[src/rtl/alu_seq_pkg.sv]
// Shared definitions for the ALU operation sequencer: opcodes, legality check,
// FSM encoding and request word sizing. Optional chaining bit under ALU_SEQ_CHAIN_EN.
package alu_seq_pkg;

    localparam int unsigned OPC_W   = 4;
    localparam int unsigned STATE_W = 2;

    localparam logic [OPC_W-1:0] OP_ADD = 4'b0000;
    localparam logic [OPC_W-1:0] OP_AND = 4'b0001;
    localparam logic [OPC_W-1:0] OP_OR  = 4'b0010;
    localparam logic [OPC_W-1:0] OP_GT  = 4'b0011;
    localparam logic [OPC_W-1:0] OP_XOR = 4'b0100;
    localparam logic [OPC_W-1:0] OP_MUL = 4'b0101;
    localparam logic [OPC_W-1:0] OP_SHL = 4'b0110;
    localparam logic [OPC_W-1:0] OP_EQ  = 4'b1000;
    localparam logic [OPC_W-1:0] OP_SHR = 4'b1100;
    localparam logic [OPC_W-1:0] OP_SUB = 4'b1111;

    localparam logic [STATE_W-1:0] S_IDLE = 2'd0;
    localparam logic [STATE_W-1:0] S_EXEC = 2'd1;
    localparam logic [STATE_W-1:0] S_HOLD = 2'd2;

`ifdef ALU_SEQ_CHAIN_EN
    localparam int unsigned CHAIN_W = 1;
`else
    localparam int unsigned CHAIN_W = 0;
`endif

    // Request word: {[chain,] sel, b, a}
    function automatic int unsigned req_width(input int unsigned opw);
        return 3 * opw + CHAIN_W;
    endfunction

    localparam int unsigned REQ_W = req_width(OPC_W);

    function automatic logic is_legal_op(input logic [OPC_W-1:0] op);
        logic legal;
        case (op)
            OP_ADD, OP_AND, OP_OR, OP_GT, OP_XOR,
            OP_MUL, OP_SHL, OP_EQ, OP_SHR, OP_SUB: legal = 1'b1;
            default:                               legal = 1'b0;
        endcase
        return legal;
    endfunction

endpackage

[src/rtl/alu_seq_fifo.sv]
// Request FIFO for the ALU sequencer: power-of-2 depth, registered count,
// head word presented combinationally.
module alu_seq_fifo #(
    parameter int unsigned DEPTH = 4,
    parameter int unsigned WIDTH = 12
) (
    input  logic                    clk,
    input  logic                    rst_n,
    input  logic                    push,
    input  logic [WIDTH-1:0]        wr_data,
    input  logic                    pop,
    output logic [WIDTH-1:0]        rd_data_c,
    output logic                    full_c,
    output logic                    empty_c,
    output logic [$clog2(DEPTH):0]  count
);

    localparam int unsigned PTR_W = $clog2(DEPTH);
    localparam int unsigned CNT_W = PTR_W + 1;

    logic [WIDTH-1:0] mem [DEPTH];
    logic [PTR_W-1:0] wr_ptr;
    logic [PTR_W-1:0] rd_ptr;
    logic             do_push_c;
    logic             do_pop_c;

    assign full_c    = (count == CNT_W'(DEPTH));
    assign empty_c   = (count == '0);
    assign do_push_c = push && !full_c;
    assign do_pop_c  = pop && !empty_c;
    assign rd_data_c = mem[rd_ptr];

    // Storage needs no reset; only pointers and count define validity
    always_ff @(posedge clk) begin
        if (do_push_c) begin
            mem[wr_ptr] <= wr_data;
        end
    end

    // Pointers wrap naturally because DEPTH is a power of 2
    always_ff @(posedge clk or negedge rst_n) begin
        if (!rst_n) begin
            wr_ptr <= '0;
            rd_ptr <= '0;
            count  <= '0;
        end else begin
            if (do_push_c) begin
                wr_ptr <= wr_ptr + PTR_W'(1);
            end
            if (do_pop_c) begin
                rd_ptr <= rd_ptr + PTR_W'(1);
            end
            case ({do_push_c, do_pop_c})
                2'b10:   count <= count + CNT_W'(1);
                2'b01:   count <= count - CNT_W'(1);
                default: count <= count;
            endcase
        end
    end

endmodule

[src/rtl/alu_op_sequencer.sv]
// Issue stage for the 4-bit ALU: queues {A,B,Sel} requests, drives the ALU one
// request at a time and returns results via valid/ready. Chaining under ALU_SEQ_CHAIN_EN.
module alu_op_sequencer
    import alu_seq_pkg::*;
#(
    parameter int unsigned DEPTH = 4,
    parameter int unsigned OPW   = 4,
    parameter int unsigned RESW  = 8
) (
    input  logic                    CLK,
    input  logic                    RST_n,
    input  logic [OPW-1:0]          IN_A,
    input  logic [OPW-1:0]          IN_B,
    input  logic [OPW-1:0]          IN_SEL,
    input  logic                    IN_VALID,
`ifdef ALU_SEQ_CHAIN_EN
    input  logic                    IN_CHAIN,
`endif
    output logic                    IN_READY,
    output logic [$clog2(DEPTH):0]  OCC,
    output logic [OPW-1:0]          ALU_A,
    output logic [OPW-1:0]          ALU_B,
    output logic [OPW-1:0]          ALU_SEL,
    input  logic [RESW-1:0]         ALU_C,
    output logic [RESW-1:0]         OUT_C,
    output logic [OPW-1:0]          OUT_SEL,
    output logic                    OUT_ERR,
    output logic                    OUT_VALID,
    input  logic                    OUT_READY
);

    localparam int unsigned RW = req_width(OPW);

    logic [STATE_W-1:0] state;
    logic [STATE_W-1:0] state_d;
    logic               pop_c;
    logic               capture_c;
    logic               release_c;

    logic [RW-1:0]      wr_req_c;
    logic [RW-1:0]      head_c;
    logic               full_c;
    logic               empty_c;
    logic [OPW-1:0]     head_a_c;
    logic [OPW-1:0]     head_b_c;
    logic [OPW-1:0]     head_sel_c;
    logic [OPW-1:0]     issue_a_c;
    logic               sel_legal_c;

`ifdef ALU_SEQ_CHAIN_EN
    assign wr_req_c  = {IN_CHAIN, IN_SEL, IN_B, IN_A};
    // Chained request takes A from the most recently captured result
    assign issue_a_c = head_c[3*OPW] ? OUT_C[OPW-1:0] : head_a_c;
`else
    assign wr_req_c  = {IN_SEL, IN_B, IN_A};
    assign issue_a_c = head_a_c;
`endif

    assign head_a_c   = head_c[OPW-1:0];
    assign head_b_c   = head_c[2*OPW-1:OPW];
    assign head_sel_c = head_c[3*OPW-1:2*OPW];

    alu_seq_fifo #(
        .DEPTH (DEPTH),
        .WIDTH (RW)
    ) u_fifo (
        .clk       (CLK),
        .rst_n     (RST_n),
        .push      (IN_VALID),
        .wr_data   (wr_req_c),
        .pop       (pop_c),
        .rd_data_c (head_c),
        .full_c    (full_c),
        .empty_c   (empty_c),
        .count     (OCC)
    );

    assign IN_READY = !full_c;

    // Opcodes wider than the 4-bit ALU encoding are legal only with zero upper bits
    assign sel_legal_c = is_legal_op(OPC_W'(ALU_SEL)) && ((ALU_SEL >> OPC_W) == '0);

    always_ff @(posedge CLK or negedge RST_n) begin
        if (!RST_n) begin
            state <= S_IDLE;
        end else begin
            state <= state_d;
        end
    end

    always_comb begin
        state_d   = state;
        pop_c     = 1'b0;
        capture_c = 1'b0;
        release_c = 1'b0;
        case (state)
            S_IDLE: begin
                if (!empty_c) begin
                    pop_c   = 1'b1;
                    state_d = S_EXEC;
                end
            end
            S_EXEC: begin
                capture_c = 1'b1;
                state_d   = S_HOLD;
            end
            S_HOLD: begin
                if (OUT_READY) begin
                    release_c = 1'b1;
                    if (!empty_c) begin
                        pop_c   = 1'b1;
                        state_d = S_EXEC;
                    end else begin
                        state_d = S_IDLE;
                    end
                end
            end
            default: begin
                state_d = S_IDLE;
            end
        endcase
    end

    // ALU operand registers load only on pop and otherwise hold
    always_ff @(posedge CLK or negedge RST_n) begin
        if (!RST_n) begin
            ALU_A   <= '0;
            ALU_B   <= '0;
            ALU_SEL <= '0;
        end else if (pop_c) begin
            ALU_A   <= issue_a_c;
            ALU_B   <= head_b_c;
            ALU_SEL <= head_sel_c;
        end
    end

    // Result register: illegal opcodes return zero with the error flag set
    always_ff @(posedge CLK or negedge RST_n) begin
        if (!RST_n) begin
            OUT_C     <= '0;
            OUT_SEL   <= '0;
            OUT_ERR   <= 1'b0;
            OUT_VALID <= 1'b0;
        end else if (capture_c) begin
            OUT_C     <= sel_legal_c ? ALU_C : '0;
            OUT_SEL   <= ALU_SEL;
            OUT_ERR   <= !sel_legal_c;
            OUT_VALID <= 1'b1;
        end else if (release_c) begin
            OUT_VALID <= 1'b0;
        end
    end

endmodule

[config.mk]
export PLATFORM = sky130hd
export DESIGN_NAME = alu_op_sequencer
export DESIGN_NICKNAME = d
export VERILOG_FILES = /design/src/rtl/alu_seq_pkg.sv /design/src/rtl/alu_seq_fifo.sv /design/src/rtl/alu_op_sequencer.sv
export SDC_FILE = /design/constraint.sdc
export NUM_CORES = 1
export LEC_CHECK = 0
export ABC_AREA = 1
export BUFFER_PORTS_ARGS = -buffer_cell sky130_fd_sc_hd__buf_2
export CORE_ASPECT_RATIO = 1.2
export CORE_MARGIN = 4
export CORE_UTILIZATION = 35
export DETAILED_ROUTE_END_ITERATION = 10
export PLACE_DENSITY_LB_ADDON = 0.08
export SLEW_MARGIN = 10
export SYNTH_ARGS = -nofsm -noshare
export SYNTH_HDL_FRONTEND = slang
export SYNTH_SLANG_ARGS = --single-unit
export TNS_END_PERCENT = 50
[constraint.sdc]
create_clock -name CLK -period 2.6 [get_ports CLK]
set_input_delay 0.52 -clock CLK [delete_from_list [all_inputs] [get_ports CLK]]
set_output_delay 0.52 -clock CLK [all_outputs]
set_load 0.005 [all_outputs]
# Yosys cells after proc, flatten, opt, wreduce, memory -nomap -nowiden
# Memory sizes are Yosys's and may differ from the RTL's. A register that Yosys moved wholly into a read port is not among the register bits.
# Cells that the tools add are included.
dict set report totals {
  n_memories 2
  ram_bits 48
  romBits 16
  word_cells 48
  out_inout_bits 30
  register_bits 23
}
dict set report classes {
  addsub 4
  reduce_logical 11
  n_mux 16
  eq_ne 7
}
# memory depth width read_ports rd_clocked_by_memory_dff write_ports line
set mem_list {}
lappend mem_list {u_fifo.mem 4 12 1 1 1 alu_seq_fifo.sv:21} ;# logic [WIDTH-1:0] mem [DEPTH];
lappend mem_list {{(name not given)} 16 1 1 0 0 alu_seq_pkg.sv:38} ;# case (op)
# operator n
set op_table {}
lappend op_table {{1-bit 2-to-1 mux} 10}
lappend op_table {{8-bit 2-to-1 mux} 1}
lappend op_table {{2-bit case mux with 3 select lines} 1}
lappend op_table {{3-bit case mux with 2 select lines} 1}
lappend op_table {{2-bit by 1-bit adder with 2-bit output (second input constant)} 2}
lappend op_table {{2-bit by 1-bit == test with 1-bit output (second input constant)} 2}
lappend op_table {{2-bit == test (second input constant)} 2}
lappend op_table {{1-bit logical NOT} 4}
lappend op_table {{2-bit 2-to-1 mux} 2}
lappend op_table {{2-bit inequality test (second input constant)} 2}
lappend op_table {{2-bit nonzero test} 2}
lappend op_table {{3-bit by 1-bit adder with 3-bit output (second input constant)} 1}
lappend op_table {{3-bit == test (second input constant)} 1}
lappend op_table {{3-bit logical NOT} 1}
lappend op_table {{3-bit by 1-bit subtractor with 3-bit output (second input constant)} 1}
lappend op_table {{1-bit logical AND} 2}
lappend op_table {{2-bit logical NOT} 1}
lappend op_table {{1-bit case mux with 2 select lines} 1}
lappend op_table {{2-bit AND reduction} 1}

# Longest topological paths before layout
# Gate-level depths: netlist of the first run.
dict set report logic_depth {
  word_depth 7
  depth_mapped 12
}

# Cells and area by module
# From an unflattened synthesis of the first run, not the netlist that was laid out.
dict set report hier_totals {
  hier_cells 341
  hier_area_um2 3612.2
}
# module area_per_inst_um2 n_inst cells_each
set modules_own_cells {}
lappend modules_own_cells {alu_seq_fifo 2403.6 1 201}
lappend modules_own_cells {alu_op_sequencer 1208.7 1 140}

# Worst setup path before layout of the first run
# Ideal clock, no wire load.
dict set report synth_path {
  path_type {register to register}
  from {register state[0]}
  to {register u_fifo.count[2]}
  t_arrival_ns 1.731
  slack_ns 0.747
  t_required_ns 2.477
  synth_period_minus_slack_ns 1.853
  path_buffers 1
  setup_ns 0.123
  stages_incl_launch_ff 11
  cell_sequence {dfrtp_1 inv_2 o21ai_4 nor2_4 buf_6 ha_1 inv_1 fa_1 nand2_1 nand3_1 xor2_1}
}
dict set report synth_via {
  elab_chain_cells 5
  word_cells_on_any_way 8
  cone_classes {eq/ne (3); mux (2); reduce/logical (3)}
}
# item line
set synth_lines {}
lappend synth_lines {{start, declared} alu_op_sequencer.sv:34} ;# logic [STATE_W-1:0] state;
lappend synth_lines {{start signal, assigned} alu_op_sequencer.sv:87} ;# state <= state_d;
lappend synth_lines {{2-bit == test or 2-bit logical NOT (tied branches)} alu_op_sequencer.sv:96} ;# case (state)
lappend synth_lines {{1-bit case mux with 2 select lines *} alu_op_sequencer.sv:96}
lappend synth_lines {{1-bit logical AND *} alu_seq_fifo.sv:30} ;# assign do_pop_c = pop && !empty_c;
lappend synth_lines {{net u_fifo.do_pop_c} alu_seq_fifo.sv:25} ;# logic do_pop_c;
lappend synth_lines {{2-bit by 1-bit == test with 1-bit output or 2-bit == test (tied branches)} alu_seq_fifo.sv:53} ;# case ({do_push_c, do_pop_c})
lappend synth_lines {{3-bit case mux with 2 select lines or 2-bit nonzero test (tied branches)} -}
lappend synth_lines {{end signal, assigned} alu_seq_fifo.sv:54} ;# 2'b10: count <= count + CNT_W'(1);
lappend synth_lines {{end signal, assigned} alu_seq_fifo.sv:55} ;# 2'b01: count <= count - CNT_W'(1);
lappend synth_lines {{end signal, assigned} alu_seq_fifo.sv:56} ;# default: count <= count;
lappend synth_lines {{end, declared} alu_seq_fifo.sv:15} ;# output logic [$clog2(DEPTH):0] count
# The timed path passes the listed nets; every way through them passes the cells marked *.
# A chain may end at the register's enable or synchronous reset.

# Worst setup path after layout of the first run
dict set report layout_path {
  from {register u_fifo.count[1]}
  to {register u_fifo.count[2]}
}
dict set report layout_via {
  elab_chain_cells 7
  word_cells_on_any_way 15
  cone_classes {add/sub (2); eq/ne (3); mux (4); reduce/logical (6)}
}
# item line
set layout_lines {}
lappend layout_lines {{3-bit logical NOT} alu_seq_fifo.sv:28} ;# assign empty_c = (count == '0);
lappend layout_lines {{1-bit 2-to-1 mux} {alu_op_sequencer.sv:98, alu_op_sequencer.sv:110}}
lappend layout_lines {{1-bit 2-to-1 mux} alu_op_sequencer.sv:108} ;# if (OUT_READY) begin
lappend layout_lines {{1-bit case mux with 2 select lines} alu_op_sequencer.sv:96}
lappend layout_lines {{1-bit logical AND} alu_seq_fifo.sv:30}
lappend layout_lines {{2-bit by 1-bit == test with 1-bit output or 2-bit == test (tied branches)} alu_seq_fifo.sv:53}
lappend layout_lines {{3-bit case mux with 2 select lines or 2-bit nonzero test (tied branches)} -}
# Parallel ways exist; a longest one is shown, timed or not.

==> flow_metrics.tcl, run 1 <==
set metrics [dict create \
    fin_skew_ns 0.00829 \
    worstPathMaxFanout 7 \
    cts_hold_buf 0 \
    startpoint "u_fifo.count[1]$_DFFE_PN0P_" \
    synth_cell_types 22 \
    netlist_instances 368 \
    rsz0062_at_grt "no" \
    io_buffer_count 53 \
    post_cts_resized 0 \
    die_h_um 119 \
    worstHoldPathType "input port to asynchronous set/reset pin" \
    cts_tree "done" \
    io_pins 54 \
    netlist_top_cells_area "edfxtp_1 (40%), dfrtp_1 (24%), nand2_1 (14%)" \
    cts_sinks 83 \
    synth_edf_count 48 \
    syn_area_um2 3620 \
    cap_violations 0 \
    cts-root-buf "clkbuf_16" \
    crit_arrival_ns 2.11 \
    drv_slew 0 \
    layout_commonest_cell "nand2_1" \
    rows 40 \
    avgSynthCellArea_um2 9.83 \
    outcome "finished, final reports clean" \
    first_iter_violations 103 \
    synth-seq-cells 83 \
    antenna_found_initial 0 \
    grt_pass1_vias 2361 \
    worst_slack_ns 0.707 \
    finalSetupViolCount 0 \
    clk_latency_ns 0.33 \
    path_class "flop to flop" \
    cts.clk_slew.worst_paths_ns 0.06 \
    synth-seq-area-share 0.641 \
    worst_slew_pin_slew_ns 0.822 \
    drcViolationCount 0 \
    vias 2430 \
    maxSlewHeadroom 0.452 \
    ant_nets 0 \
    reg2reg_from "u_fifo.count[1]$_DFFE_PN0P_" \
    critPathRequiredTime_ns 2.82 \
    fin_crit_sh 0.728 \
    final_cell_mix "nand2_1 (132), inv_1 (67), buf_2 (53), edfxtp_1 (48), nand3_1 (38)" \
    postCtsSetupBuffers 0 \
    fin_nets 461 \
    start_util 0.360 \
    clock_path_buffers 2 \
    synth_top_area_share 0.398 \
    dp_slack_ns 0.704 \
    dieArea_um2 12000 \
    wl_per_cell_um 13.4 \
    grt_pass1_wl_mm 12.1 \
    async_flop_share 0.422 \
    firstDrtPassIters 4 \
    crit_path_start_kind "flop" \
    clock.fmax_mhz 528 \
    vias_per_cell 4.34 \
    yosysTopAreaCell "edfxtp_1" \
    htreeDepth 3 \
    hold_viol 0 \
    grt_overflow 0 \
    diodes 0 \
    cp-end-kind "flop" \
    worst_hold_slack_ns 0.292 \
    setup_tns_ns 0 \
    hpwl_mm 4.85 \
    place.gp.congestion 0.704 \
    ys_warn_count 0 \
    cts_buffers 9 \
    core_area_um2 10100 \
    finalCriticalPeriod_ns 1.89 \
    area_growth_pct 18.6 \
    p_leak_nw 2.16 \
    routed_wl_mm 7.53 \
    synth_nets 400 \
    drive_gt1_frac 0.198 \
    grt_max_degree 36 \
    vdd_ir_drop_max_v 0.000436 \
    p_per_area_nw_per_um2 1200 \
    ys.flop_type "edfxtp_1" \
    die_w_um 101 \
    grt_use_total 0.133 \
]
==> critical path, cell delays in order (launching register included) <==
cell,delay (ns)
dfrtp_1,0.39
inv_1,0.13
nand3_1,0.15
nand2_2,0.17
ha_1,0.19
inv_1,0.07
fa_1,0.38
nand2_1,0.08
nand3_1,0.08
xor2_1,0.15
==> final cells by class <==
type	count	area [um2]
Clock inverter	5	30.0
Timing Repair Buffer	60	318
Clock buffer	11	233
Sequential cell	83	2320
Inverter	72	270
Tap cell	126	158
Multi-Input combinational cell	203	963
Fill cell	1000	5770
==> kinds of logic after synthesis <==
group	synth area share
flops	0.641
simple gates	0.212
fa+ha+maj	0.0297
compound gates	0.0149
buf+inv	0.0930
xor+xnor	0.00969
==> path summary, 6_finish.rpt <==
| check | slack, ns | cells past startpoint | to |
|---|---|---|---|
| max in group asynchronous | 1.79 | 1 | OUT_C[4]$_DFFE_PN0P_ |
| max | 0.71 | 9 | u_fifo.count[2]$_DFFE_PN0P_ |
| min reg2reg | 0.47 | 2 | ALU_A[0]$_DFFE_PN0N_ |
| max reg2reg | 0.71 | 9 | u_fifo.count[2]$_DFFE_PN0P_ |
| min | 0.29 | 1 | ALU_B[2]$_DFFE_PN0N_ |
| min in group CLK | 0.40 | 1 | u_fifo.mem[3][4]$_DFFE_PP_ |
==> cell usage after synthesis, types with 2 or more instances <==
master    count
buf_2         5
buf_4         4
dfrtp_1      35
edfxtp_1     48
ha_1          7
inv_1        67
inv_2         5
nand2_1     132
nand2_2       2
nand3_1      38
nand3_2       2
nor2_1        7
nor2_4        2
o21ai_0       4
xor2_1        3
==> state kept, by name, indices dropped and copies added, names as in the netlist <==
register,count
OUT_VALID,1
u_fifo.rd_ptr,2
state,2
OUT_ERR,1
ALU_B,4
u_fifo.wr_ptr,2
u_fifo.mem,48
OUT_SEL,4
OUT_C,8
ALU_SEL,4
u_fifo.count,3
ALU_A,4
==> per-stage QoR <==
stage / util / cells / instance area [um2] / power [mW]
after global placement: 0.400 / 544 / 4030 / 4.06
after floorplan: - / 368 / 3620 / 3.42
final: 0.426 / 560 / 4290 / 5.16
after CTS: 0.426 / 560 / 4290 / 5.26
after detailed placement: 0.400 / 544 / 4030 / 4.10
after global routing: 0.426 / 560 / 4290 / 5.64
==> routing by layer <==
metal / GRT usage / routed length [um] / up-vias
li1: - / - / 1254
met4: 0.0505 / 90 / 0
met2: 0.219 / 3580 / 54
met5: 0 / 0 / -
met1: 0.166 / 3390 / 1114
met3: 0.0363 / 467 / 8
==> power by group <==
group | switching (mW) | internal [mW] | total [mW]
combinational | 1.27 | 0.705 | 1.97
clock | 0.499 | 0.642 | 1.14
sequential | 0.202 | 1.84 | 2.05
total | 1.97 | 3.19 | 5.16
Power figures use the tool's default switching activity.
==> run 2, diff against run 1 <==
==> constraint.sdc (replaced) <==
create_clock -name CLK -period 1.7 [get_ports CLK]
set_input_delay 0.34 -clock CLK [delete_from_list [all_inputs] [get_ports CLK]]
set_output_delay 0.34 -clock CLK [all_outputs]
set_load 0.005 [all_outputs]
==> run 2 against run 1 <==
Utilization rose by 2.2 points; global-route usage fell by 0.17 points; final cell count rose by 2.3%; die area did not move; register-to-register slack got worse by 0.67 ns; fmax rose by 14%; critical path type unchanged.
==> flow_metrics.tcl, run 2 (synthesis gave the netlist of run 1 again) <==
set metrics [dict create \
    finalSetupViolCount 0 \
    grt_max_degree 36 \
    hold_viol 0 \
    wl_per_cell_um 13.0 \
    dp.cells 552 \
    first_iter_violations 89 \
    area_growth_pct 24.6 \
    cts.clk_slew.worst_paths_ns 0.06 \
    cts_hold_buf 0 \
    start_util 0.360 \
    rows 40 \
    endpoint "u_fifo.count[2]$_DFFE_PN0P_" \
    grt_overflow 0 \
    regMostFlops "u_fifo.mem" \
    crit_path_start_kind "flop" \
    layout_commonest_cell "nand2_1" \
    htreeDepth 3 \
    largest_register_ffs 48 \
    rsz0062_at_grt "yes" \
    r2r_setup_slack_ns 0.04 \
    grt_pass1_wl_mm 12.1 \
    drive_gt1_frac 0.251 \
    worst_slew_pin_slew_ns 0.480 \
    place.gp.congestion 0.749 \
    p_per_area_nw_per_um2 1900 \
    utilization 0.448 \
    worst_hold_slack_ns 0.0389 \
    ant_nets 0 \
    worstHoldPathType "input port to asynchronous set/reset pin" \
    clk_latency_ns 0.33 \
    reg2reg_depth 9 \
    p_leak_nw 2.25 \
    nFillCells 993 \
    path_class "flop to flop" \
    setup_tns_ns 0 \
    worst_r2r_endpoint "u_fifo.count[2]$_DFFE_PN0P_" \
    final_cell_mix "nand2_1 (130), inv_1 (62), buf_2 (53), edfxtp_1 (48), nand3_1 (36)" \
    pwr-share-seq 0.363 \
    vias 2495 \
    vdd_ir_drop_max_v 0.000677 \
    critPathRequiredTime_ns 1.92 \
    top_regs "u_fifo.mem x48, OUT_C x8" \
    p_int_mw 5.45 \
    finalCriticalPeriod_ns 1.66 \
    die_w_um 101 \
    die_h_um 119 \
    io_pins 54 \
    grt_use_total 0.132 \
    clock.fmax_mhz 602 \
    cap_violations 0 \
    dp_slack_ns 0.0194 \
    maxSlewHeadroom 0.680 \
    cts_buffers 9 \
    io_buffer_count 53 \
    dieArea_um2 12000 \
    cts-root-buf "clkbuf_16" \
    cts_tree "done" \
    vias_per_cell 4.35 \
    fin_nets 474 \
    antenna_found_initial 0 \
    p_sw_mw 3.11 \
    crit_arrival_ns 1.89 \
    drv_slew 0 \
    fin_skew_ns 0.00396 \
    drcViolationCount 0 \
    cp-end-kind "flop" \
    outcome "finished, final reports clean" \
    core_area_um2 10100 \
    worstPathMaxFanout 3 \
    hpwl_mm 4.99 \
    fin_crit_sh 0.978 \
    startpoint "u_fifo.count[1]$_DFFE_PN0P_" \
    routed_wl_mm 7.44 \
    cts_sinks 83 \
    grt_pass1_vias 2402 \
    firstDrtPassIters 4 \
    clock_path_buffers 2 \
    diodes 0 \
    reg2reg_from "u_fifo.count[1]$_DFFE_PN0P_" \
    fin_cells 573 \
    worst_slack_ns 0.0378 \
    swShare 0.363 \
    pwr-share-clk 0.240 \
    p_comb_frac 0.397 \
]
run 2: critical path, stage by stage (launching register included):
cell and delay (ns):
dfrtp_1 0.40, inv_2 0.10, nand3_2 0.09, nand2_2 0.11
ha_4 0.16, inv_4 0.04, fa_2 0.36, nand2_2 0.07
nand3_2 0.06, xor2_1 0.15
run 2: worst min-delay path by stage:
stage	start	endpoint	cells past startpoint
floorplan	RST_n	ALU_A[0]$_DFFE_PN0N_	0
global placement	RST_n	OUT_C[4]$_DFFE_PN0P_	2
detailed placement	RST_n	OUT_C[0]$_DFFE_PN0P_	2
CTS	RST_n	OUT_SEL[0]$_DFFE_PN0P_	2
global route	RST_n	OUT_C[4]$_DFFE_PN0P_	2
finish	RST_n	OUT_C[4]$_DFFE_PN0P_	2
run 2: final cells by class:
type	instances	area, um2	share of cell area
clock buffer	9	225	0.0500
timing repair buffer	73	440	0.0977
sequential	83	2320	0.514
clock inverter	7	92.6	0.0205
tap	126	158	0.0350
multi-input combinational	203	1000	0.222
inverter	72	273	0.0605
run 2: timing repair:
action	in CTS	in global routing
setup endpoints to repair	0	2
resized for setup	0	10
setup buffers	0	5
run 2: per-layer routing:
| layer | track usage | wire (um) | up-vias |
|---|---|---|---|
| li1 | - | - | 1282 |
| met1 | 0.168 | 3310 | 1143 |
| met2 | 0.209 | 3570 | 61 |
| met3 | 0.0375 | 451 | 9 |
| met4 | 0.0531 | 111 | 0 |
| met5 | 0 | 0 | - |
run 2: power by group through the flow:
stage | Combinational, mW | Clock [mW] | Sequential [mW]
after floorplan | 2.10 | 0 | 3.18
final | 3.40 | 2.06 | 3.11
after global placement | 3.26 | 0 | 3.14
after detailed placement | 3.30 | 0 | 3.15
after global routing | 3.94 | 2.21 | 3.18
after CTS | 3.32 | 2.12 | 3.11
run 2: stage by stage:
stage | total power [mW] | cell area, um2
finish | 8.57 | 4510
global route | 9.33 | 4510
CTS | 8.55 | 4440
detailed placement | 6.45 | 4130
global placement | 6.39 | 4130
floorplan | 5.27 | 3630
